--- src/rtl/bp_dma_bank_arbiter.sv ---
// -----------------------------------------------------------------------------
// bp_dma_bank_arbiter
//
// Shares one off-chip DMA link among num_banks_p L2 bank DMA ports.
//   - Packets: round-robin arbitration, one grant per packet handshake.
//   - Write data: after a write packet is granted, burst_len_p beats are routed
//     from the granted bank (wbank) to DRAM before the next packet is accepted.
//   - Read data: returned to banks in issue order; an order FIFO records the
//     bank id of every granted read packet, and each burst_len_p-beat burst
//     goes to the bank at the FIFO head. This path runs concurrently with the
//     packet/write FSM.
//
// Handshake rule for every port pair: a transfer happens on a cycle where both
// valid and ready are high. Valid never depends on ready; ready may depend on
// valid.
//
// Ports:
//   clk_i, reset_n_i          clock, asynchronous active-low reset
//   bank_pkt_i/_v_i/_ready_and_o        per-bank DMA packet (bit msb = write)
//   bank_wdata_i/_v_i/_ready_and_o      per-bank write data
//   bank_rdata_o/_v_o, bank_rdata_ready_and_i  read data to banks (data
//                                       broadcast, valid one-hot)
//   dma_pkt_o/_v_o/_ready_and_i         packet to DRAM
//   dma_wdata_o/_v_o/_ready_and_i       write data to DRAM
//   dma_rdata_i/_v_i/_ready_and_o       read data from DRAM
//   perf_grant_cnt_o, perf_rd_full_stall_o  only with BP_DMA_ARB_PERF_EN
//
// Optional feature macro: BP_DMA_ARB_PERF_EN adds saturating performance
// counters (per-bank grant counts, read-blocked-by-full-FIFO cycles).
// -----------------------------------------------------------------------------
module bp_dma_bank_arbiter #(
  parameter int num_banks_p   = 2,
  parameter int pkt_width_p   = 40,
  parameter int data_width_p  = 64,
  parameter int burst_len_p   = 8,
  parameter int rd_fifo_els_p = 4
) (
  input  logic                                clk_i,
  input  logic                                reset_n_i,
  input  logic [num_banks_p*pkt_width_p-1:0]  bank_pkt_i,
  input  logic [num_banks_p-1:0]              bank_pkt_v_i,
  output logic [num_banks_p-1:0]              bank_pkt_ready_and_o,
  input  logic [num_banks_p*data_width_p-1:0] bank_wdata_i,
  input  logic [num_banks_p-1:0]              bank_wdata_v_i,
  output logic [num_banks_p-1:0]              bank_wdata_ready_and_o,
  output logic [num_banks_p*data_width_p-1:0] bank_rdata_o,
  output logic [num_banks_p-1:0]              bank_rdata_v_o,
  input  logic [num_banks_p-1:0]              bank_rdata_ready_and_i,
  output logic [pkt_width_p-1:0]              dma_pkt_o,
  output logic                                dma_pkt_v_o,
  input  logic                                dma_pkt_ready_and_i,
  output logic [data_width_p-1:0]             dma_wdata_o,
  output logic                                dma_wdata_v_o,
  input  logic                                dma_wdata_ready_and_i,
  input  logic [data_width_p-1:0]             dma_rdata_i,
  input  logic                                dma_rdata_v_i,
  output logic                                dma_rdata_ready_and_o
`ifdef BP_DMA_ARB_PERF_EN
  ,
  output logic [num_banks_p*32-1:0]           perf_grant_cnt_o,
  output logic [31:0]                         perf_rd_full_stall_o
`endif
);

  localparam int id_w_lp  = (num_banks_p > 1) ? $clog2(num_banks_p) : 1;
  localparam int cnt_w_lp = (burst_len_p > 1) ? $clog2(burst_len_p) : 1;
  localparam int ptr_w_lp = $clog2(rd_fifo_els_p);
  localparam int occ_w_lp = $clog2(rd_fifo_els_p + 1);

  localparam logic [cnt_w_lp-1:0] last_beat_lp = cnt_w_lp'(burst_len_p - 1);
  localparam logic [id_w_lp-1:0]  last_bank_lp = id_w_lp'(num_banks_p - 1);
  localparam logic [ptr_w_lp-1:0] last_ptr_lp  = ptr_w_lp'(rd_fifo_els_p - 1);
  localparam logic [occ_w_lp-1:0] fifo_els_lp  = occ_w_lp'(rd_fifo_els_p);

  typedef enum logic {S_PKT, S_WDATA} state_e;

  state_e               state_q, state_d;
  logic [id_w_lp-1:0]   rr_q, rr_d;
  logic [id_w_lp-1:0]   wbank_q, wbank_d;
  logic [cnt_w_lp-1:0]  wcnt_q, wcnt_d;
  logic [cnt_w_lp-1:0]  rcnt_q;
  logic [id_w_lp-1:0]   fifo_mem_q [rd_fifo_els_p];
  logic [ptr_w_lp-1:0]  wptr_q, rptr_q;
  logic [occ_w_lp-1:0]  occ_q;

  logic                   fifo_full, fifo_empty;
  logic [num_banks_p-1:0] is_write, eligible;
  logic                   any_elig;
  logic [id_w_lp-1:0]     winner;
  logic [pkt_width_p-1:0] win_pkt;
  logic                   win_is_write;
  logic [id_w_lp-1:0]     head;
  logic                   in_pkt, in_wdata;
  logic                   pkt_hs, wd_hs, rd_hs, push, pop;

  // Fullness is taken from the registered occupancy, so a pop in the same
  // cycle does not open the door for a new read grant until the next cycle.
  assign fifo_full  = (occ_q == fifo_els_lp);
  assign fifo_empty = (occ_q == '0);

  always_comb begin
    is_write = '0;
    eligible = '0;
    for (int i = 0; i < num_banks_p; i++) begin
      is_write[i] = bank_pkt_i[i*pkt_width_p + pkt_width_p - 1];
      eligible[i] = bank_pkt_v_i[i] & (is_write[i] | ~fifo_full);
    end
  end

  // Round-robin search: scan offsets from the far end down so the eligible
  // bank closest to (at or after) rr_q is the last one written and wins.
  always_comb begin
    int idx;
    idx      = 0;
    any_elig = 1'b0;
    winner   = '0;
    for (int k = num_banks_p - 1; k >= 0; k--) begin
      idx = int'(rr_q) + k;
      if (idx >= num_banks_p) idx = idx - num_banks_p;
      if (eligible[idx]) begin
        any_elig = 1'b1;
        winner   = id_w_lp'(idx);
      end
    end
  end

  assign win_pkt      = bank_pkt_i[winner*pkt_width_p +: pkt_width_p];
  assign win_is_write = win_pkt[pkt_width_p-1];
  assign head         = fifo_mem_q[rptr_q];

  // Outputs are gated by reset_n_i so every valid/ready drops the moment
  // reset is asserted, even though some of them are combinational paths.
  assign in_pkt   = reset_n_i & (state_q == S_PKT);
  assign in_wdata = reset_n_i & (state_q == S_WDATA);

  always_comb begin
    bank_pkt_ready_and_o   = '0;
    bank_wdata_ready_and_o = '0;
    bank_rdata_v_o         = '0;
    dma_pkt_o              = win_pkt;
    dma_pkt_v_o            = in_pkt & any_elig;
    dma_wdata_o            = bank_wdata_i[wbank_q*data_width_p +: data_width_p];
    dma_wdata_v_o          = in_wdata & bank_wdata_v_i[wbank_q];
    bank_rdata_o           = {num_banks_p{dma_rdata_i}};
    dma_rdata_ready_and_o  = reset_n_i & ~fifo_empty & bank_rdata_ready_and_i[head];
    if (in_pkt & any_elig) bank_pkt_ready_and_o[winner] = dma_pkt_ready_and_i;
    if (in_wdata) bank_wdata_ready_and_o[wbank_q] = dma_wdata_ready_and_i;
    if (reset_n_i & ~fifo_empty) bank_rdata_v_o[head] = dma_rdata_v_i;
  end

  assign pkt_hs = dma_pkt_v_o & dma_pkt_ready_and_i;
  assign wd_hs  = dma_wdata_v_o & dma_wdata_ready_and_i;
  assign rd_hs  = dma_rdata_v_i & dma_rdata_ready_and_o;
  assign push   = pkt_hs & ~win_is_write;
  assign pop    = rd_hs & (rcnt_q == last_beat_lp);

  // Packet / write-data FSM next state.
  always_comb begin
    state_d = state_q;
    rr_d    = rr_q;
    wbank_d = wbank_q;
    wcnt_d  = wcnt_q;
    case (state_q)
      S_PKT: begin
        if (pkt_hs) begin
          rr_d = (winner == last_bank_lp) ? '0 : winner + id_w_lp'(1);
          if (win_is_write) begin
            wbank_d = winner;
            wcnt_d  = '0;
            state_d = S_WDATA;
          end
        end
      end
      S_WDATA: begin
        if (wd_hs) begin
          if (wcnt_q == last_beat_lp) begin
            wcnt_d  = '0;
            state_d = S_PKT;
          end else begin
            wcnt_d = wcnt_q + cnt_w_lp'(1);
          end
        end
      end
      default: state_d = S_PKT;
    endcase
  end

  always_ff @(posedge clk_i or negedge reset_n_i) begin
    if (!reset_n_i) begin
      state_q <= S_PKT;
      rr_q    <= '0;
      wbank_q <= '0;
      wcnt_q  <= '0;
    end else begin
      state_q <= state_d;
      rr_q    <= rr_d;
      wbank_q <= wbank_d;
      wcnt_q  <= wcnt_d;
    end
  end

  // Read-order FIFO and read beat counter.
  always_ff @(posedge clk_i or negedge reset_n_i) begin
    if (!reset_n_i) begin
      for (int i = 0; i < rd_fifo_els_p; i++) fifo_mem_q[i] <= '0;
      wptr_q <= '0;
      rptr_q <= '0;
      occ_q  <= '0;
      rcnt_q <= '0;
    end else begin
      if (push) begin
        fifo_mem_q[wptr_q] <= winner;
        wptr_q <= (wptr_q == last_ptr_lp) ? '0 : wptr_q + ptr_w_lp'(1);
      end
      if (pop) begin
        rptr_q <= (rptr_q == last_ptr_lp) ? '0 : rptr_q + ptr_w_lp'(1);
      end
      case ({push, pop})
        2'b10:   occ_q <= occ_q + occ_w_lp'(1);
        2'b01:   occ_q <= occ_q - occ_w_lp'(1);
        default: occ_q <= occ_q;
      endcase
      if (rd_hs) begin
        rcnt_q <= (rcnt_q == last_beat_lp) ? '0 : rcnt_q + cnt_w_lp'(1);
      end
    end
  end

`ifdef BP_DMA_ARB_PERF_EN
  logic [31:0] grant_cnt_q [num_banks_p];
  logic [31:0] stall_cnt_q;
  logic        rd_blocked;

  assign rd_blocked = fifo_full & (|(bank_pkt_v_i & ~is_write));

  always_ff @(posedge clk_i or negedge reset_n_i) begin
    if (!reset_n_i) begin
      for (int i = 0; i < num_banks_p; i++) grant_cnt_q[i] <= '0;
      stall_cnt_q <= '0;
    end else begin
      for (int i = 0; i < num_banks_p; i++) begin
        if (pkt_hs && (winner == id_w_lp'(i)) && (grant_cnt_q[i] != '1)) begin
          grant_cnt_q[i] <= grant_cnt_q[i] + 32'd1;
        end
      end
      if (rd_blocked && (stall_cnt_q != '1)) stall_cnt_q <= stall_cnt_q + 32'd1;
    end
  end

  always_comb begin
    perf_grant_cnt_o = '0;
    for (int i = 0; i < num_banks_p; i++) perf_grant_cnt_o[i*32 +: 32] = grant_cnt_q[i];
  end
  assign perf_rd_full_stall_o = stall_cnt_q;
`endif

endmodule

--- config.mk ---
export PLATFORM = sky130hd
export DESIGN_NAME = bp_dma_bank_arbiter
export DESIGN_NICKNAME = d
export VERILOG_FILES = /design/src/rtl/bp_dma_bank_arbiter.sv
export SDC_FILE = /design/constraint.sdc
export NUM_CORES = 1
export LEC_CHECK = 0
export ABC_AREA = 0
export BUFFER_PORTS_ARGS = -buffer_cell sky130_fd_sc_hd__buf_2
export CORE_AREA = 5 5 202 204
export DETAILED_ROUTE_END_ITERATION = 16
export DIE_AREA = 0 0 207 209
export PLACE_DENSITY = 0.42
export RECOVER_POWER = 50
export SLEW_MARGIN = 40
export SYNTH_ARGS = -nofsm -noshare
export SYNTH_HDL_FRONTEND = slang
export SYNTH_SLANG_ARGS = --single-unit
--- constraint.sdc ---
create_clock -name clk_i -period 3.6 [get_ports clk_i]
set_clock_uncertainty 0.2 [all_clocks]
set_input_delay 0.54 -clock clk_i [delete_from_list [all_inputs] [get_ports clk_i]]
set_output_delay 0.54 -clock clk_i [all_outputs]
set_load 0.03 [all_outputs]
==> key figures, run 1 <==
Timing
  – Worst Tran Pin Value: 635 ps
  – Final period demand of the worst path: 3230 ps
  – Hold violation total from the final report: 0
  – Total negative slack: 0 ps
  – Setup violation total in the final timing report: 0
  – Worst hold slack after final layout: 333 ps
  – Fmax: 0.310 GHz
  – Worst Setup Slack, final: 374 ps
  – Final worst path period share: 89.6%
  – Max-slew headroom at the worst pin: 56.5%
  – RSZ-0062 raised after global routing: false
  – Slew Limit Fails: 0

Global route
  – Maximum number of pins on one net before global-route repair: 26
  – Global-route usage over all layers: 6.66%
  – Gr ovfl total: 0
  – Met3 GRT Util: 4.43%
  – Most Crowded Layer GR: met2
  – Number of antenna violations at the first check in global routing: 2
  – First-pass GRT wire length: 22.4 mm
  – Number of global-route vias before repair: 3609
  – Met1 usage: 6.21%
  – M2 GR Usage: 11.5%

Setup path
  – Crit path DAT: 2490 ps
  – Worst Setup End Kind: output port
  – Top fanout value on the critical path: 16
  – Master of the slowest instance on the critical path: o221a_2
  – Start of the worst register-to-register path: rptr_q[0]$_DFFE_PN0P_
  – Critical-path cell list: nor4b_2 -> o221a_2 -> buf_4 -> mux2_2 -> buf_2
  – Crit Path Category: reg2out
  – Startpoint of the most critical setup path: occ_q[1]$_DFFE_PN0P_
  – Kind of start point of the critical path: register
  – Required @ worst endpoint: 2860 ps
  – Largest incremental delay on the critical path: 620 ps

Placed design
  – Setup Slack @ Placement: 466 ps
  – Post-DP HPWL: 14.6 mm
  – Gpl congestion: 0.942
  – Port-buffer cells: 331

Clocking
  – Maximum level of the CTS H-tree: 1
  – Source-to-sink clock delay at the later pin of the worst-skew pair: 250 ps
  – Clock-pin slew of the registers on the worst-case setup and hold paths: 60 ps
  – Number of buffers created by CTS: 3
  – Number of sinks handled by clock tree synthesis: 20
  – CTS tree: done
  – Number of gates resized after cts: 0
  – Bufs on Longest Clock Path: 2
  – Root buffer selected by CTS: clkbuf_16

Min path
  – Hold Crit Start: rcnt_q[2]$_DFFE_PN0P_
  – Path category of the worst min-delay check: reg2reg

Yosys
  – Number of distinct standard cells referenced by the synthesized netlist: 45
  – Number of nets produced by synthesis: 669
  – Syn Std Cell Area: 3640 um2
  – Yosys warnings: 0
  – Sequential element share of the synthesized area: 13.7%
  – Post-synthesis area per instance: 9.72 um2
  – Synthesized instance count: 375
  – Number of enable-type register cells in the synthesized netlist: 0
  – Most frequently used flop master after synthesis: dfrtp_1
  – Register bit count reported by yosys: 20
  – Share of flip-flops with an asynchronous set or reset after synthesis: 100%

Status
  – Result of the run: complete, no violations

Finish
  – Net count, final: 877
  – Most common cell after layout, fill and taps aside: buf_2
  – Most frequent cells in the layout: 331 x buf_2, 73 x mux2_2, 34 x mux2_4, 19 x dfrtp_1, 18 x nor2_1
  – Number of filler cells placed in the layout: 4545
  – Area overhead of the layout relative to synthesis: 41.3%
  – Share of post-route cells with drive strength above 1: 79.4%
  – Diodes inserted: 0
  – Final core area utilization: 13.2%

Route
  – Total detailed-routing wirelength: 16.1 mm
  – Vias per cell: 3.12
  – Final ANT Viol Nets: 0
  – Via total after detailed routing: 3456
  – Iteration count of the initial detailed-routing pass: 4
  – DRC violation total after the first TritonRoute iteration: 170
  – Routed wirelength normalized by instance count: 14.6 um
  – Number of DRC violations after detailed routing: 0

Power
  – Part of the total power dissipated in sequential elements: 19.1%
  – Leakage power: 2.60 nW
  – Maximum VDD drop: 0.126 mV
  – Switching share of total power: 45.9%
  – Gate power share: 66.5%
  – Total power: 2.14 mW
  – Int Power: 1.15 mW
  – Clock network power share: 14.4%
  – Areal power density over the cells: 415 nW/um2
  – Switching Power: 980 uW

Floorplan
  – X dimension of the die: 207 um
  – Number of I/O pins: 524
  – Initial cell density of the core: 9.32%
  – Number of placement rows: 73
  – Core outline area: 39100 um2
  – Chip height: 209 um
  – Area of the die: 43300 um2

Flow run
  – Max-cap violations: 0
[cell families (layout without fill, tap and decap cells)]
kind of cell,count (synthesis),after routing,share of synthesized area (%)
XOR/XNOR,3,3,0.721
multiplexers,113,113,38.6
flip-flops,20,20,13.7
AO/OA/AOI/OAI,34,34,6.63
AND/OR/NAND/NOR,40,40,6.18
buffers and inverters,154,361,30.1
adder cells (fa/ha/maj),11,11,3.98
[cell usage after synthesis (3+ instances only)]
cell	instances	area [um2]
a311oi_1	4	35.0
a2bb2oi_1	3	26.3
mux2_4	34	510
a31oi_1	5	31.3
clkbuf_1	7	26.3
nand2_1	4	15.0
ha_1	10	125
o21ai_0	9	45.0
buf_6	5	56.3
mux2i_1	3	30.0
nor2_1	18	67.6
nand2b_1	4	25.0
inv_1	11	41.3
mux2_2	73	822
buf_4	128	961
dfrtp_1	20	500
[layer usage]
metal  vias to the layer above  part of all wire [%]
met5                         -                  0.78
met4                         6                   3.4
met3                        28                    17
met2                       359                    48
met1                      1470                    32
li1                       1593                     -
[power groups by stage]
stage / Clock (mW) / Combinational [mW] / Sequential (mW)
3_5_place_dp: 0 / 1.44 / 0.413
6_report: 0.307 / 1.42 / 0.408
3_3_place_gp: 0 / 1.43 / 0.412
5_1_grt: 0.326 / 1.54 / 0.426
2_1_floorplan: 0 / 1.29 / 0.366
4_1_cts: 0.317 / 1.44 / 0.409
[timing repair]
item,CTS,global route
endpoints found under the hold margin,6,0
buffers inserted,0,0
hold buffers,1,0
[sequential cells by signal, summed over array words and instances, names as in the netlist]
| register | count |
|---|---|
| fifo_mem_q | 4 |
| occ_q | 3 |
| rcnt_q | 3 |
| rptr_q | 2 |
| rr_q | 1 |
| state_q | 1 |
| wbank_q | 1 |
| wcnt_q | 3 |
| wptr_q | 2 |
[worst max-delay path, delay by kind of cell (launching register included)]
kind | cells | cell delay (ps)
AOI/OAI and AO/OA | 1 | 620
DFF | 1 | 460
buffers and inverters | 2 | 410
and+or+nand+nor | 1 | 400
muxes | 1 | 330
[through the flow]
step,instances,area (um2)
final,1107,5150
after detailed placement,1102,5030
after global placement,1102,5030
after global routing,1107,5150
after CTS,1107,5150
after floorplan,375,3640
[area by class of cell]
class / count / area [um2] / area share, %
clock buffers: 3 / 75.1 / 1.46
clock inverters: 1 / 30.0 / 0.583
inverters: 11 / 41.3 / 0.802
multi-input cells: 201 / 2050 / 39.7
flip-flops and latches: 20 / 504 / 9.79
well taps: 525 / 657 / 12.8
repair buffers: 346 / 1800 / 34.9
[final timing paths]
kind                                    endpoint  depth (start not counted)  slack [ps]
setup / recovery                   dma_pkt_o[36]                          5         370
hold / removal             rcnt_q[2]$_DFFE_PN0P_                          1         330
setup reg to reg            occ_q[2]$_DFFE_PN0P_                          9         700
hold reg to reg            rcnt_q[2]$_DFFE_PN0P_                          1         330
max in group asynchronous    wbank_q$_DFFE_PN0P_                          3        2220
min in group asynchronous  rcnt_q[0]$_DFFE_PN0P_                          2         460
Note: power is estimated with default switching activity, not from simulation.
==> inputs of run 2 (changes only) <==
--- a/config.mk
+++ b/config.mk
@@ -10,7 +10,6 @@
 export CORE_AREA = 5 5 202 204
 export DETAILED_ROUTE_END_ITERATION = 16
 export DIE_AREA = 0 0 207 209
-export PLACE_DENSITY = 0.42
 export RECOVER_POWER = 50
 export SLEW_MARGIN = 40
 export SYNTH_ARGS = -nofsm -noshare
==> key figures, run 2 (synthesized netlist as in run 1, its figures left out) <==
Setup path
  – Largest incremental delay on the critical path: 480 ps
  – Kind of start point of the critical path: register
  – Top fanout value on the critical path: 30
  – Worst Setup End Kind: output port
  – Critical-path cell list: nor4b_2 -> o221a_2 -> buf_12 -> mux2_4 -> buf_2
  – Crit path DAT: 2410 ps
  – Buffers plus inverters on the worst setup path: 2
  – Cell family contributing the most delay on the critical path: flip-flops
  – Crit Path Category: reg2out
  – Master of the slowest instance on the critical path: dfrtp_1
  – Required @ worst endpoint: 2860 ps

Power
  – Leakage power: 2.57 nW
  – Part of the total power dissipated in sequential elements: 20.0%
  – Switching share of total power: 45.9%
  – Maximum VDD drop: 0.252 mV
  – Clock network power share: 14.7%
  – Areal power density over the cells: 410 nW/um2
  – Switching Power: 962 uW
  – Total power: 2.10 mW
  – Gate power share: 65.3%
  – Int Power: 1.13 mW

Timing
  – Setup violation total in the final timing report: 0
  – Final worst path period share: 87.4%
  – Worst Tran Pin Value: 682 ps
  – Hold violation total from the final report: 0
  – Slew Limit Fails: 0
  – Final period demand of the worst path: 3150 ps
  – RSZ-0062 raised after global routing: false
  – Max-slew headroom at the worst pin: 53.9%
  – Fmax: 0.318 GHz
  – Total negative slack: 0 ps

Clocking
  – Number of sinks handled by clock tree synthesis: 20
  – Number of buffers created by CTS: 3
  – Root buffer selected by CTS: clkbuf_16
  – Maximum level of the CTS H-tree: 1
  – Hold-fix buffers, CTS: 1
  – Clock-pin slew of the registers on the worst-case setup and hold paths: 60 ps
  – CTS tree: done
  – Source-to-sink clock delay at the later pin of the worst-skew pair: 250 ps
  – Bufs on Longest Clock Path: 2
  – Number of gates resized after cts: 0
  – Number of setup buffers added after CTS: 0

Finish
  – Flip-flop count of the largest register after layout: 4
  – Final instance area: 5110 um2
  – Register containing the most flip-flops in the final layout: fifo_mem_q
  – Number of filler cells placed in the layout: 4503
  – Most frequent cells in the layout: 331 x buf_2, 73 x mux2_2, 34 x mux2_4, 19 x dfrtp_1, 18 x nor2_1
  – Area overhead of the layout relative to synthesis: 40.3%
  – Most common cell after layout, fill and taps aside: buf_2
  – Net count, final: 870
  – Area of the multi-input gates: 2050 um2
  – Share of post-route cells with drive strength above 1: 79.1%
  – Combined flip-flop and latch cell area: 502 um2

Route
  – Iteration count of the initial detailed-routing pass: 4
  – Number of DRC violations after detailed routing: 0
  – Routed wirelength normalized by instance count: 13.5 um
  – DRC violation total after the first TritonRoute iteration: 116
  – Via total after detailed routing: 3477
  – Vias per cell: 3.14
  – Total detailed-routing wirelength: 14.9 mm
  – Final ANT Viol Nets: 0

Global route
  – First-pass GRT wire length: 21.3 mm
  – Maximum number of pins on one net before global-route repair: 45
  – Number of antenna violations at the first check in global routing: 8
  – Gr ovfl total: 0
  – Global-route usage over all layers: 6.17%
  – Number of global-route vias before repair: 3694

Status
  – Result of the run: complete, no violations

Floorplan
  – Initial cell density of the core: 9.32%
  – Number of placement rows: 73
  – Area of the die: 43300 um2
  – Core outline area: 39100 um2
  – Number of I/O pins: 524
  – X dimension of the die: 207 um
  – Chip height: 209 um

Flow run
  – Max-cap violations: 0

Placed design
  – Post-place instance area: 4980 um2
  – Port-buffer cells: 331
  – Post-DP HPWL: 13.6 mm
  – Gpl congestion: 0.918

Min path
  – Path category of the worst min-delay check: reg2reg
## run 2: cell types whose count changed in the layout (fill, tap and decap cells not counted), sizes merged
| cell | previous run | this run |
|---|---|---|
| buf | 345 | 338 |
| diode | 0 | 7 |
## run 2: per-layer routing
layer	vias to the layer above	share of wire, %	GRT usage (%)
met4	4	2.5	2.60
met5	-	0.25	0.445
li1	1590	-	-
met3	23	18	4.11
met1	1456	29	5.18
met2	404	51	11.3
## run 2: layout make-up
class / count / share of cell area [%]
Antenna cell: 7 / 0.343
Clock inverter: 1 / 0.587
Tap cell: 525 / 12.8
Multi-Input combinational cell: 201 / 40.0
Sequential cell: 20 / 9.81
Inverter: 11 / 0.808
Clock buffer: 3 / 1.47
Timing Repair Buffer: 339 / 34.1
## run 2: metrics by stage
step	utilization [%]	cells	setup WS [ps]	hold WS, ps
final	13.1	1107	454	317
after global routing	13.1	1107	256	345
after CTS	13.0	1100	430	326
after detailed placement	12.7	1095	599	224
after global placement	12.7	1095	668	212
after floorplan	-	375	936	44.4
## run 2: final timing paths
kind | from | end | slack [ps] | cells after the start
min in group asynchronous | reset_n_i | occ_q[0]$_DFFE_PN0P_ | 490 | 2
max in group asynchronous | reset_n_i | wbank_q$_DFFE_PN0P_ | 2190 | 3
min | rcnt_q[2]$_DFFE_PN0P_ | rcnt_q[2]$_DFFE_PN0P_ | 320 | 1
min reg2reg | rcnt_q[2]$_DFFE_PN0P_ | rcnt_q[2]$_DFFE_PN0P_ | 320 | 1
max | occ_q[0]$_DFFE_PN0P_ | dma_pkt_o[2] | 450 | 5
max reg2reg | rptr_q[0]$_DFFE_PN0P_ | occ_q[2]$_DFFE_PN0P_ | 730 | 9
## run 2: power groups by stage
stage	sequential, mW	clock (mW)	combinational, mW
floorplan	0.366	0	1.29
global placement	0.412	0	1.36
detailed placement	0.420	0	1.38
CTS	0.416	0.317	1.39
global route	0.433	0.329	1.48
finish	0.418	0.308	1.37
